**config.mk**
```make
export PLATFORM = sky130hd
export DESIGN_NAME = jtag_instruction_register
export DESIGN_NICKNAME = d
export VERILOG_FILES = /design/src/rtl/jtag_instruction_register.sv
export SDC_FILE = /design/constraint.sdc
export NUM_CORES = 1
export LEC_CHECK = 0
export CORE_AREA = 2 2 39 41
export CTS_CLUSTER_DIAMETER = 150
export DETAILED_ROUTE_END_ITERATION = 16
export DIE_AREA = 0 0 41 43
export GPL_TIMING_DRIVEN = 0
export SYNTH_ARGS = -nofsm -noshare
export SYNTH_HDL_FRONTEND = slang
export SYNTH_SLANG_ARGS = --single-unit
export TNS_END_PERCENT = 1
```
**constraint.sdc**
```tcl
create_clock -name ClockIR -period 1.75 [get_ports ClockIR]
set_clock_uncertainty 0.2 [all_clocks]
set_input_delay 0.35 -clock ClockIR [delete_from_list [all_inputs] [get_ports ClockIR]]
set_output_delay 0.35 -clock ClockIR [all_outputs]
set_load 0.02 [all_outputs]
```
**src/rtl/jtag_instruction_register.sv**
```systemverilog
// JTAG instruction register: a capture/shift stage (sr) feeding an update stage (Q),
// with a one-hot decode of the current instruction.
module jtag_instruction_register #(
  parameter int unsigned          IR_WIDTH   = 4,
  parameter logic [IR_WIDTH-1:0]  IDCODE_OPC = IR_WIDTH'(1),
  parameter logic [IR_WIDTH-1:0]  SAMPLE_OPC = IR_WIDTH'(2),
  // Keeps the StatusIn port at least one bit wide when IR_WIDTH is 2
  parameter int unsigned          SW         = (IR_WIDTH > 2) ? IR_WIDTH - 2 : 1
) (
  input  logic                ClockIR,
  input  logic                Reset,
  input  logic                TDI,
  input  logic                CaptureIR,
  input  logic                ShiftIR,
  input  logic                UpdateIR,
  input  logic [SW-1:0]       StatusIn,
  output logic                TDO,
  output logic                TdoEn,
  output logic [IR_WIDTH-1:0] Q,
  output logic                BypassSel,
  output logic                IdcodeSel,
  output logic                ExtestSel,
  output logic                SampleSel
);

  localparam logic [IR_WIDTH-1:0] EXTEST_OPC = '0;
  localparam logic [IR_WIDTH-1:0] BYPASS_OPC = '1;
  localparam logic [IR_WIDTH-1:0] RESET_SR   = IR_WIDTH'(1);

  logic [IR_WIDTH-1:0] sr;
  logic [IR_WIDTH-1:0] capture_val;

  generate
    if (IR_WIDTH > 2) begin : g_status
      assign capture_val = {StatusIn[IR_WIDTH-3:0], 2'b01};
    end else begin : g_no_status
      logic unused_status;
      assign unused_status = ^StatusIn;
      assign capture_val   = 2'b01;
    end
  endgenerate

  // Q samples the pre-edge sr, so an update alongside capture/shift sees the old value.
  always_ff @(posedge ClockIR) begin
    if (Reset) begin
      sr <= RESET_SR;
      Q  <= IDCODE_OPC;
    end else begin
      if (CaptureIR) begin
        sr <= capture_val;
      end else if (ShiftIR) begin
        sr <= {TDI, sr[IR_WIDTH-1:1]};
      end
      if (UpdateIR) begin
        Q <= sr;
      end
    end
  end

  assign TDO   = sr[0];
  assign TdoEn = ShiftIR;

  // Fixed opcodes outrank the parameterised ones; anything unrecognised is BYPASS.
  always_comb begin
    ExtestSel = 1'b0;
    IdcodeSel = 1'b0;
    SampleSel = 1'b0;
    BypassSel = 1'b0;
    if (Q == EXTEST_OPC) begin
      ExtestSel = 1'b1;
    end else if (Q == BYPASS_OPC) begin
      BypassSel = 1'b1;
    end else if (Q == IDCODE_OPC) begin
      IdcodeSel = 1'b1;
    end else if (Q == SAMPLE_OPC) begin
      SampleSel = 1'b1;
    end else begin
      BypassSel = 1'b1;
    end
  end

endmodule

```
==> results of run 1 <==
-- area by class of cell --
type                    instances  area, um2
plain buffers                   4       27.5
clock buffers                   3       22.5
fillers                       154        861
inverters                       1       3.75
multi-input cells              23        175
flip-flops and latches          8        160
well taps                      16       20.0
repair buffers                 14        114
-- power breakdown --
part	total [uW]	internal [uW]	leakage (uW)	switching (uW)
Sequential	201	191	0.0000657	9.27
Combinational	76.9	39.8	0.000166	37.1
Clock	136	78.1	0.0000138	57.8
-- kinds of logic after synthesis --
family | after synthesis | share of synthesized area (%)
and+or+nand+nor | 12 | 18.4
DFF | 8 | 44.4
muxes | 7 | 19.4
AOI/OAI and AO/OA | 4 | 9.03
buffers and inverters | 5 | 8.68
-- state kept, by name, summed over array words and instances, names as in the netlist --
register,count
sr,4
Q,4
-- per-layer routing --
metal / vias to the layer above / share of wire [%] / GRT usage [%]
met3: 0 / 11 / 3.14
met1: 135 / 41 / 10.4
met2: 14 / 47 / 14.4
met5: - / 0 / 0
li1: 162 / - / -
met4: 0 / 0 / 8.00
-- per-stage QoR --
stage | power [uW] | setup WS, ps | instances
after floorplan | 251 | -49.6 | 36
after CTS | 424 | 2.88 | 69
after global placement | 290 | -94.2 | 66
after global routing | 440 | 1.26 | 69
after detailed placement | 290 | -95.7 | 66
final | 414 | 91.8 | 69
-- layout by cell type, fill, tap and decap left out --
| master | n |
|---|---|
| nor2_1 | 4 |
| buf_2 | 3 |
| nor4_1 | 1 |
| nand2_1 | 1 |
| clkbuf_2 | 2 |
| buf_4 | 1 |
| nor4b_2 | 1 |
| a211o_1 | 2 |
| clkbuf_1 | 1 |
| inv_1 | 1 |
| nor4b_1 | 1 |
| buf_6 | 1 |
| nor2b_1 | 3 |
| dlygate4sd2_1 | 5 |
| dfxtp_1 | 8 |
| nor3_1 | 1 |
| clkbuf_4 | 3 |
| clkdlybuf4s50_1 | 5 |
| a211oi_1 | 2 |
| mux2i_1 | 7 |
-- worst paths after layout --
| check | to | slack (ps) | cells after the start |
|---|---|---|---|
| max | SampleSel | 90 | 2 |
| min | sr[0] | 150 | 3 |
| max reg2reg | Q[0] | 740 | 2 |
| min reg2reg | Q[0] | 300 | 1 |
-- Yosys cell counts --
library cell / number
inv_1: 1
mux2i_1: 7
nor4_1: 1
buf_6: 1
a211o_1: 2
buf_4: 1
nor3_1: 1
nor4b_1: 2
nand2_1: 1
dfxtp_1: 8
a211oi_1: 2
nor2b_1: 3
clkbuf_2: 1
nor2_1: 4
clkbuf_1: 1
-- tightest hold or removal path, stage by stage --
cell,delay (ps)
buf_6,90
mux2i_1,70
nand2_1,60
-- what timing repair did --
| item | in CTS | in global routing |
|---|---|---|
| gates cloned | 0 | 0 |
| gates resized for setup | 21 | 3 |
| setup endpoints to repair | 9 | 3 |
==> run summary, run 1 <==
die footprint - 0.00176 mm2
clock latency on the worst-skew pair - 250 ps
critical path, cell by cell - nor4b_1 > buf_2
GP Congestion - 0.630
Worst Max-Slew Pin Slew - 361 ps
RSZ-0062 raised after global routing - false
final setup vio count - 0
share of the synthesized area in the top cell type - 44.4%
largest net degree at the start of global routing - 9
die height - 43 um
starting density of the core - 26.0%
Setup Total Neg Slack - 0 ps
# diodes - 0
Critical Path Fanout Max - 6
Final HPWL DP - 552 um
slew margin rel. - 75.9%
Mapped Cells - 36
Area Growth Syn to Fin - 45.1%
HP Class - input pin to flip-flop
# IOs - 18
Cell variety after synth - 15
R2R Path Start - Q[0]
Yosys reg bits - 8
DRT Pass-1 Iters - 2
placed cell area - 520 um2
CP top delay family - flip-flops
CTS Hold Buffers Added - 0
Num CTS Buffers - 3
Syn Area/Cell - 10.0 um2
Setup crit end kind - primary output
pwr/cell area - 791 mW/mm2
max cap viols - 0
final hold slack - 155 ps
# nets final - 63
path type of the worst setup path - flip-flop to primary output
Seq/Total Area, Yosys - 44.4%
antenna viol nets, final - 0
crit path time final - 1660 ps
# DRC - 0
DRT iter0 DRCs - 1
vias per cell - 4.51
status - completed
first-pass GRT wire length - 1140 um
WL per Instance - 10.2 um
CP required - 1200 ps
peak supply drop - 0.000293 V
final worst path period share - 94.8%
max frequency - 603 MHz
clk buf depth - 2
Rows - 14
setup bufs post-CTS - 0
Core ar. - 0.00138 mm2
CP startpoint - Q[1]
Clock Pin Slew Worst Setup and Hold Paths - 50 ps
Syn Nets - 44
post-synth top area cell - dfxtp_1
routed vias - 311
design area - 523 um2
Routed WL - 704 um
total track usage - 9.66%
Die Wd - 41 um
CTS tree - done
Static Leakage - 0.000246 uW
grt ovf - 0
# H-tree levels - 1
CP max-delay cell - dfxtp_1
vias in the first global route - 290
synth warn - 0
Final Max Slew Viols - 0
share of layout cells above drive strength 1 - 20.8%
Buf/Inv on CP - 1
data arrival time of the worst path - 1110 ps
final core occ - 37.8%
Final Hold Vio Count - 0
Mapped Area - 360 um2
startpoint types - flip-flop
CTS Sinks - 8
PortBufs - 14
top cells by area in the synthesized netlist - dfxtp_1 (44%), mux2i_1 (19%), nor2b_1 (5.2%), a211o_1 (4.9%), nor4b_1 (4.9%)
CTS Root Buffer Type - clkbuf_4
Hold Crit Start - ShiftIR
Max stage delay on crit path - 420 ps
initial antenna violation count - 0
No activity file was read; power rests on OpenSTA's default activity.
==> inputs of run 2 (changes only) <==
--- a/config.mk
+++ b/config.mk
@@ -5,11 +5,13 @@
 export SDC_FILE = /design/constraint.sdc
 export NUM_CORES = 1
 export LEC_CHECK = 0
-export CORE_AREA = 2 2 39 41
+export CORE_AREA = 3 3 40 42
 export CTS_CLUSTER_DIAMETER = 150
 export DETAILED_ROUTE_END_ITERATION = 16
-export DIE_AREA = 0 0 41 43
+export DIE_AREA = 0 0 43 45
 export GPL_TIMING_DRIVEN = 0
+export PLACE_DENSITY_LB_ADDON = 0.3
+export SKIP_CTS_REPAIR_TIMING = 1
 export SYNTH_ARGS = -nofsm -noshare
 export SYNTH_HDL_FRONTEND = slang
 export SYNTH_SLANG_ARGS = --single-unit
==> run 2 against run 1 <==
Hold slack worse by 14 ps. Highest routed layer unchanged. Sequential share of layout area down 1.4 points. Utilization up 4.9 points. Worst setup slack worse by 41 ps. Critical path type unchanged. Count of clock-buffer cells in the layout unchanged. Flip-flop and latch count unchanged. Final cell count down 1.4%. Critical path depth unchanged.
==> run summary, run 2 (synthesized netlist as in run 1, its figures left out) <==
starting density of the core - 28.0% (+2.0 points)
final hold slack - 141 ps (-14.2 ps)
HP Class - input pin to flip-flop
path type of the worst setup path - flip-flop to primary output
Seq pwr share - 48.0% (-0.5 points)
Final Max Slew Viols - 0 (unchanged)
Setup crit end kind - primary output
vias per cell - 4.50 (-0.16%)
Final Hold Vio Count - 0 (unchanged)
design area - 548 um2 (+4.8%)
Worst Max-Slew Pin Slew - 331 ps (-29.8 ps)
total power - 419 uW (+1.3%)
die height - 45 um (+4.7%)
Num CTS Buffers - 3 (unchanged)
Max stage delay on crit path - 410 ps (about the same)
Psw - 107 uW (+2.4%)
CP top delay family - flip-flops
status - completed
WL per Instance - 11.0 um (+7.4%)
Multi-input gate area - 175 um2 (unchanged)
# nets final - 63 (unchanged)
crit path time final - 1700 ps (+41.1 ps)
Static Leakage - 0.000304 uW (+24%)
first-pass GRT wire length - 1090 um (-4.2%)
CP required - 1200 ps (about the same)
# H-tree levels - 1 (unchanged)
DRT iter0 DRCs - 0 (-1)
clock latency on the worst-skew pair - 250 ps (about the same)
Buf/Inv on CP - 1 (unchanged)
CTS Sinks - 8 (unchanged)
startpoint types - flip-flop
Routed WL - 745 um (+5.8%)
Setup Total Neg Slack - 0 ps (unchanged)
Sequential Area - 160 um2 (unchanged)
CTS tree - done
final setup vio count - 0 (unchanged)
Internal - 312 uW (+0.95%)
CTS Root Buffer Type - clkbuf_4
Critical Path Fanout Max - 6 (unchanged)
critical path, cell by cell - nor4b_1 > clkbuf_2
non-filler cells, final - 68 (-1.4%)
slew margin rel. - 77.9% (+2.0 points)
PortBufs - 14 (unchanged)
Filler cells - 141 (-8.4%)
Rows - 13 (-1)
Comb pwr share - 19.0% (+0.4 points)
vias in the first global route - 269 (-7.2%)
placed cell area - 519 um2 (-0.24%)
# DRC - 0 (unchanged)
largest net degree at the start of global routing - 9 (unchanged)
share of layout cells above drive strength 1 - 18.9% (-1.9 points)
max cap viols - 0 (unchanged)
DRT Pass-1 Iters - 1 (-1)
Sw Ratio - 25.5% (+0.26 points)
data arrival time of the worst path - 1150 ps (+40 ps)
pwr/cell area - 765 mW/mm2 (-3.3%)
clk buf depth - 2 (unchanged)
# IOs - 18 (unchanged)
biggest regs - Q (4), sr (4)
Area Growth Syn to Fin - 52.1%
grt ovf - 0 (unchanged)
Core ar. - 0.00128 mm2 (-7.1%)
RSZ-0062 raised after global routing - true
final worst path period share - 97.1% (+2.3 points)
# diodes - 0 (unchanged)
CP max-delay cell - dfxtp_1
Clock Pin Slew Worst Setup and Hold Paths - 50 ps (about the same)
clock network fraction of design power - 33.0% (about the same)
GP Congestion - 0.686 (+8.9%)
die footprint - 0.00194 mm2 (+9.8%)
antenna viol nets, final - 0 (unchanged)
most frequent cells in the layout - dfxtp_1 (8), mux2i_1 (7), dlymetal6s2s_1 (6), clkdlybuf4s50_1 (5)
initial antenna violation count - 0 (unchanged)
max frequency - 588 MHz (-2.4%)
routed vias - 306 (-1.6%)
leading cell type in the layout, fill and taps excluded - dfxtp_1
placed cells - 65 (-1.5%)
peak supply drop - 0.000339 V (+16%)
total track usage - 8.08% (-1.6 points)
Die Wd - 43 um (+4.9%)
-- run 2: cell count changes in the layout (fill, tap and decap cells not counted), sizes merged --
| cell | before | now |
|---|---|---|
| buf | 5 | 2 |
| dlymetal6s2s | 0 | 6 |
| dlygate4sd2 | 5 | 0 |
| clkbuf | 6 | 8 |
-- run 2: layout make-up --
cell class | count | share of cell area, %
multi-input cells | 23 | 32.0
flip-flops and latches | 8 | 29.2
repair buffers | 14 | 25.6
plain buffers | 4 | 5.02
clock buffers | 3 | 4.11
well taps | 15 | 3.42
inverters | 1 | 0.685
-- run 2: worst paths after layout --
kind	startpoint	endpoint	slack, ps	cells past startpoint
max	Q[0]	IdcodeSel	50	2
min	ShiftIR	sr[0]	140	3
max reg2reg	Q[0]	Q[0]	730	2
min reg2reg	sr[0]	Q[0]	300	1
-- run 2: through the flow --
| step | worst slack, ps | utilization [%] |
|---|---|---|
| detailed placement | -106 | 40.4 |
| global route | -76.5 | 42.6 |
| finish | 50.7 | 42.6 |
| CTS | -392 | 42.2 |
| global placement | -94.9 | 40.4 |
| floorplan | -49.6 | - |
-- run 2: power by group through the flow --
stage,Sequential [uW],Clock [uW],Combinational (uW)
floorplan,208,0,42.9
global placement,204,0,85.2
detailed placement,205,0,85.9
CTS,201,147,86.2
global route,203,160,85.5
finish,201,138,79.6
-- run 2: worst min-delay path, delay by kind of cell --
family                 cells  cell delay (ps)
multiplexers               1               70
buffers and inverters      1               90
AND/OR/NAND/NOR            1               50
-- run 2: layer usage --
metal	global-route usage (%)	vias up	part of all wire (%)
met4	7.23	0	0
li1	-	160	-
met5	0	-	0
met3	3.98	0	14
met2	12.6	17	48
met1	7.97	129	38
==> inputs of run 3 (changes only) <==
--- a/config.mk
+++ b/config.mk
@@ -5,6 +5,7 @@
 export SDC_FILE = /design/constraint.sdc
 export NUM_CORES = 1
 export LEC_CHECK = 0
+export ABC_AREA = 1
 export CORE_AREA = 3 3 40 42
 export CTS_CLUSTER_DIAMETER = 150
 export DETAILED_ROUTE_END_ITERATION = 16
==> constraint.sdc (replaced) <==
create_clock -name ClockIR -period 1.75 [get_ports ClockIR]
set_clock_uncertainty 0.2 [all_clocks]
set_input_delay 0.35 -clock ClockIR [delete_from_list [all_inputs] [get_ports ClockIR]]
set_output_delay 0.35 -clock ClockIR [all_outputs]
set_load 0.005 [all_outputs]
==> run 3 against run 2 <==
The run now ends with setup timing left. Sequential power about the same. Utilization increased by 0.68 points. Sequential share of layout area decreased by 0.46 points. Die area unchanged. Maximum frequency decreased by 7.8%. Count of clock-buffer cells in the layout unchanged. Critical path depth increased by 1. Flip-flop and latch count unchanged. Final cell count increased by 25%. Critical endpoint is now BypassSel. Largest cell class is now buffers.
==> run summary, run 3 <==
grt ovf - 0 (unchanged)
# IOs - 18 (unchanged)
Final HPWL DP - 570 um
most frequent cells in the layout - clkdlybuf4s50_1 (13), nor2_1 (9), dfxtp_1 (8), inv_1 (8), nand2_1 (8)
CP required - 1200 ps (about the same)
Final Max Slew Viols - 0 (unchanged)
placed cells - 82 (+26%)
max frequency - 543 MHz (-7.8%)
Seq/Total Area, Yosys - 47.1% (+2.6 points)
Critical Path Fanout Max - 4 (-2)
die footprint - 0.00194 mm2 (unchanged)
top-count cell post-synth - nor2_1
routed wl met2 - 294 um (-18%)
Rows - 13 (unchanged)
DRT iter0 DRCs - 0 (unchanged)
RSZ-0062 raised after global routing - true
data arrival time of the worst path - 1290 ps (+140 ps)
clk buf depth - 2 (unchanged)
Static Leakage - 0.000288 uW (-5.1%)
biggest regs - Q (4), sr (4)
EDFF count, synth - 0 (unchanged)
Sw Ratio - 24.4% (-1.1 points)
Final Hold Vio Count - 0 (unchanged)
peak supply drop - 0.000309 V (-8.9%)
post-synthesis mux area share - 0% (-19 points)
initial antenna violation count - 0 (unchanged)
first-pass GRT wire length - 1160 um (+6.3%)
CTS tree - done
vias per cell - 4.34 (-3.5%)
status - complete, but fails checks
routed vias - 369 (+21%)
Internal - 320 uW (+2.3%)
failing checks - setup timing
predominant post-synthesis flop cell - dfxtp_1
Yosys reg bits - 8 (unchanged)
post-synthesis xor/xnor area fraction - 0% (unchanged)
Mapped Cells - 50 (+39%)
synth warn - 0 (unchanged)
largest family of logic cells by synthesized area - simple AND/OR/NAND/NOR gates
Num CTS Buffers - 3 (unchanged)
ys async rst share - 0% (unchanged)
total track usage - 8.44% (+0.35 points)
final hold slack - 148 ps (+7.69 ps)
Routed WL - 719 um (-3.5%)
CTS Sinks - 8 (unchanged)
share of layout cells above drive strength 1 - 8.57% (-10 points)
leading cell type in the layout, fill and taps excluded - clkdlybuf4s50_1
Setup Total Neg Slack - -92.8 ps (-92.8 ps)
clock network fraction of design power - 33.5% (+0.5 points)
Synth Area in Simple Gates - 24.3% (+5.9 points)
share of the synthesized area in the top cell type - 47.1% (+2.6 points)
slew margin rel. - 85.0% (+7.1 points)
clock latency on the worst-skew pair - 260 ps (about the same)
DRT Pass-1 Iters - 1 (unchanged)
starting density of the core - 26.5% (-1.6 points)
max cap viols - 0 (unchanged)
vias in the first global route - 319 (+19%)
die height - 45 um (unchanged)
CTS Root Buffer Type - clkbuf_4
top cells by area in the synthesized netlist - dfxtp_1 (47%), nor2_1 (11%), a21oi_1 (10%), inv_1 (8.8%), nand2_1 (8.8%)
startpoint types - flip-flop
WL met1 - 321 um (+15%)
WL per Instance - 8.46 um (-23%)
Syn Nets - 58 (+32%)
Syn Area/Cell - 6.81 um2 (-32%)
largest net degree at the start of global routing - 9 (unchanged)
final worst path period share - 105% (+8.2 points)
path type of the worst setup path - flip-flop to primary output
Clock Pin Slew Worst Setup and Hold Paths - 50 ps (about the same)
# diodes - 0 (unchanged)
Die Wd - 43 um (unchanged)
Seq pwr share - 47.2% (-0.8 points)
# nets final - 80 (+27%)
antenna viol nets, final - 0 (unchanged)
PortBufs - 17 (+3)
Psw - 103 uW (-3.5%)
post-route worst setup slack - -92.8 ps (-143 ps)
non-filler cells, final - 85 (+25%)
pwr/cell area - 759 mW/mm2 (-0.73%)
Comb pwr share - 19.2% (+0.2 points)
Synth Area in Adders - 0% (unchanged)
Synth Area in Compound Gates - 17.6% (+8.6 points)
DR top layer - met4
Mapped Area - 340 um2 (-5.6%)
list of most frequent post-synthesis cells - nor2_1 (10), dfxtp_1 (8), inv_1 (8), nand2_1 (8), a21oi_1 (7)
final setup vio count - 1 (+1)
Cell variety after synth - 10 (-5)
Area Growth Syn to Fin - 63.6%
# DRC - 0 (unchanged)
Core ar. - 0.00128 mm2 (unchanged)
HP Class - input pin to flip-flop
crit path time final - 1840 ps (+143 ps)
Filler cells - 144 (+2.1%)
Worst Max-Slew Pin Slew - 224 ps (-108 ps)
# H-tree levels - 1 (unchanged)
met3 wire len - 75 um (-29%)
post-synth top area cell - dfxtp_1
GP Congestion - 0.705 (+2.8%)
Setup crit end kind - primary output
==> run 3: per-layer routing <==
layer | GRT usage [%] | vias up
li1 | - | 197
met5 | 0 | -
met3 | 2.39 | 5
met1 | 8.76 | 150
met4 | 9.04 | 0
met2 | 13.2 | 17
==> run 3: kinds of logic (layout without fill, tap and decap cells) <==
| logic type | count (synthesis) | count (layout) |
|---|---|---|
| AO/OA/AOI/OAI | 12 | 12 |
| buffers and inverters | 9 | 29 |
| flip-flops | 8 | 8 |
| AND/OR/NAND/NOR | 21 | 21 |
==> run 3: final timing paths <==
check          start   endpoint  slack (ps)  cells past startpoint
max             Q[0]  BypassSel         -90                      3
min          ShiftIR      sr[1]         150                      2
max reg2reg     Q[1]       Q[1]         830                      4
min reg2reg    sr[2]      sr[1]         280                      2
==> run 3: area by class of cell <==
class / count / area (um2) / area share [%]
inverter: 8 / 30.0 / 5.39
tap: 15 / 18.8 / 3.37
timing repair buffer: 17 / 173 / 31.0
clock buffer: 3 / 22.5 / 4.04
sequential: 8 / 160 / 28.8
buffer: 1 / 7.51 / 1.35
multi-input combinational: 33 / 145 / 26.1
==> run 3: power groups by stage <==
| stage | combinational [uW] | clock [uW] | sequential, uW |
|---|---|---|---|
| 6_report | 81.3 | 142 | 200 |
| 3_3_place_gp | 83.3 | 0 | 203 |
| 3_5_place_dp | 84.3 | 0 | 203 |
| 5_1_grt | 91.8 | 150 | 201 |
| 2_1_floorplan | 29.7 | 0 | 203 |
| 4_1_cts | 84.7 | 147 | 199 |
==> run 3: critical path: stages (launching register included) <==
cell             delay (ps)
dfxtp_1                 340
inv_1                    80
o21ai_1                 120
clkdlybuf4s50_1         500
==> run 3: through the flow <==
stage                     cell area (um2)  utilization [%]  worst slack [ps]  power, uW
after floorplan                       340                -               564        233
after global placement                529             41.2              -329        286
after detailed placement              529             41.2              -335        287
after CTS                             552             42.9              -338        431
after global routing                  557             43.3              -217        443
final                                 557             43.3             -92.8        423
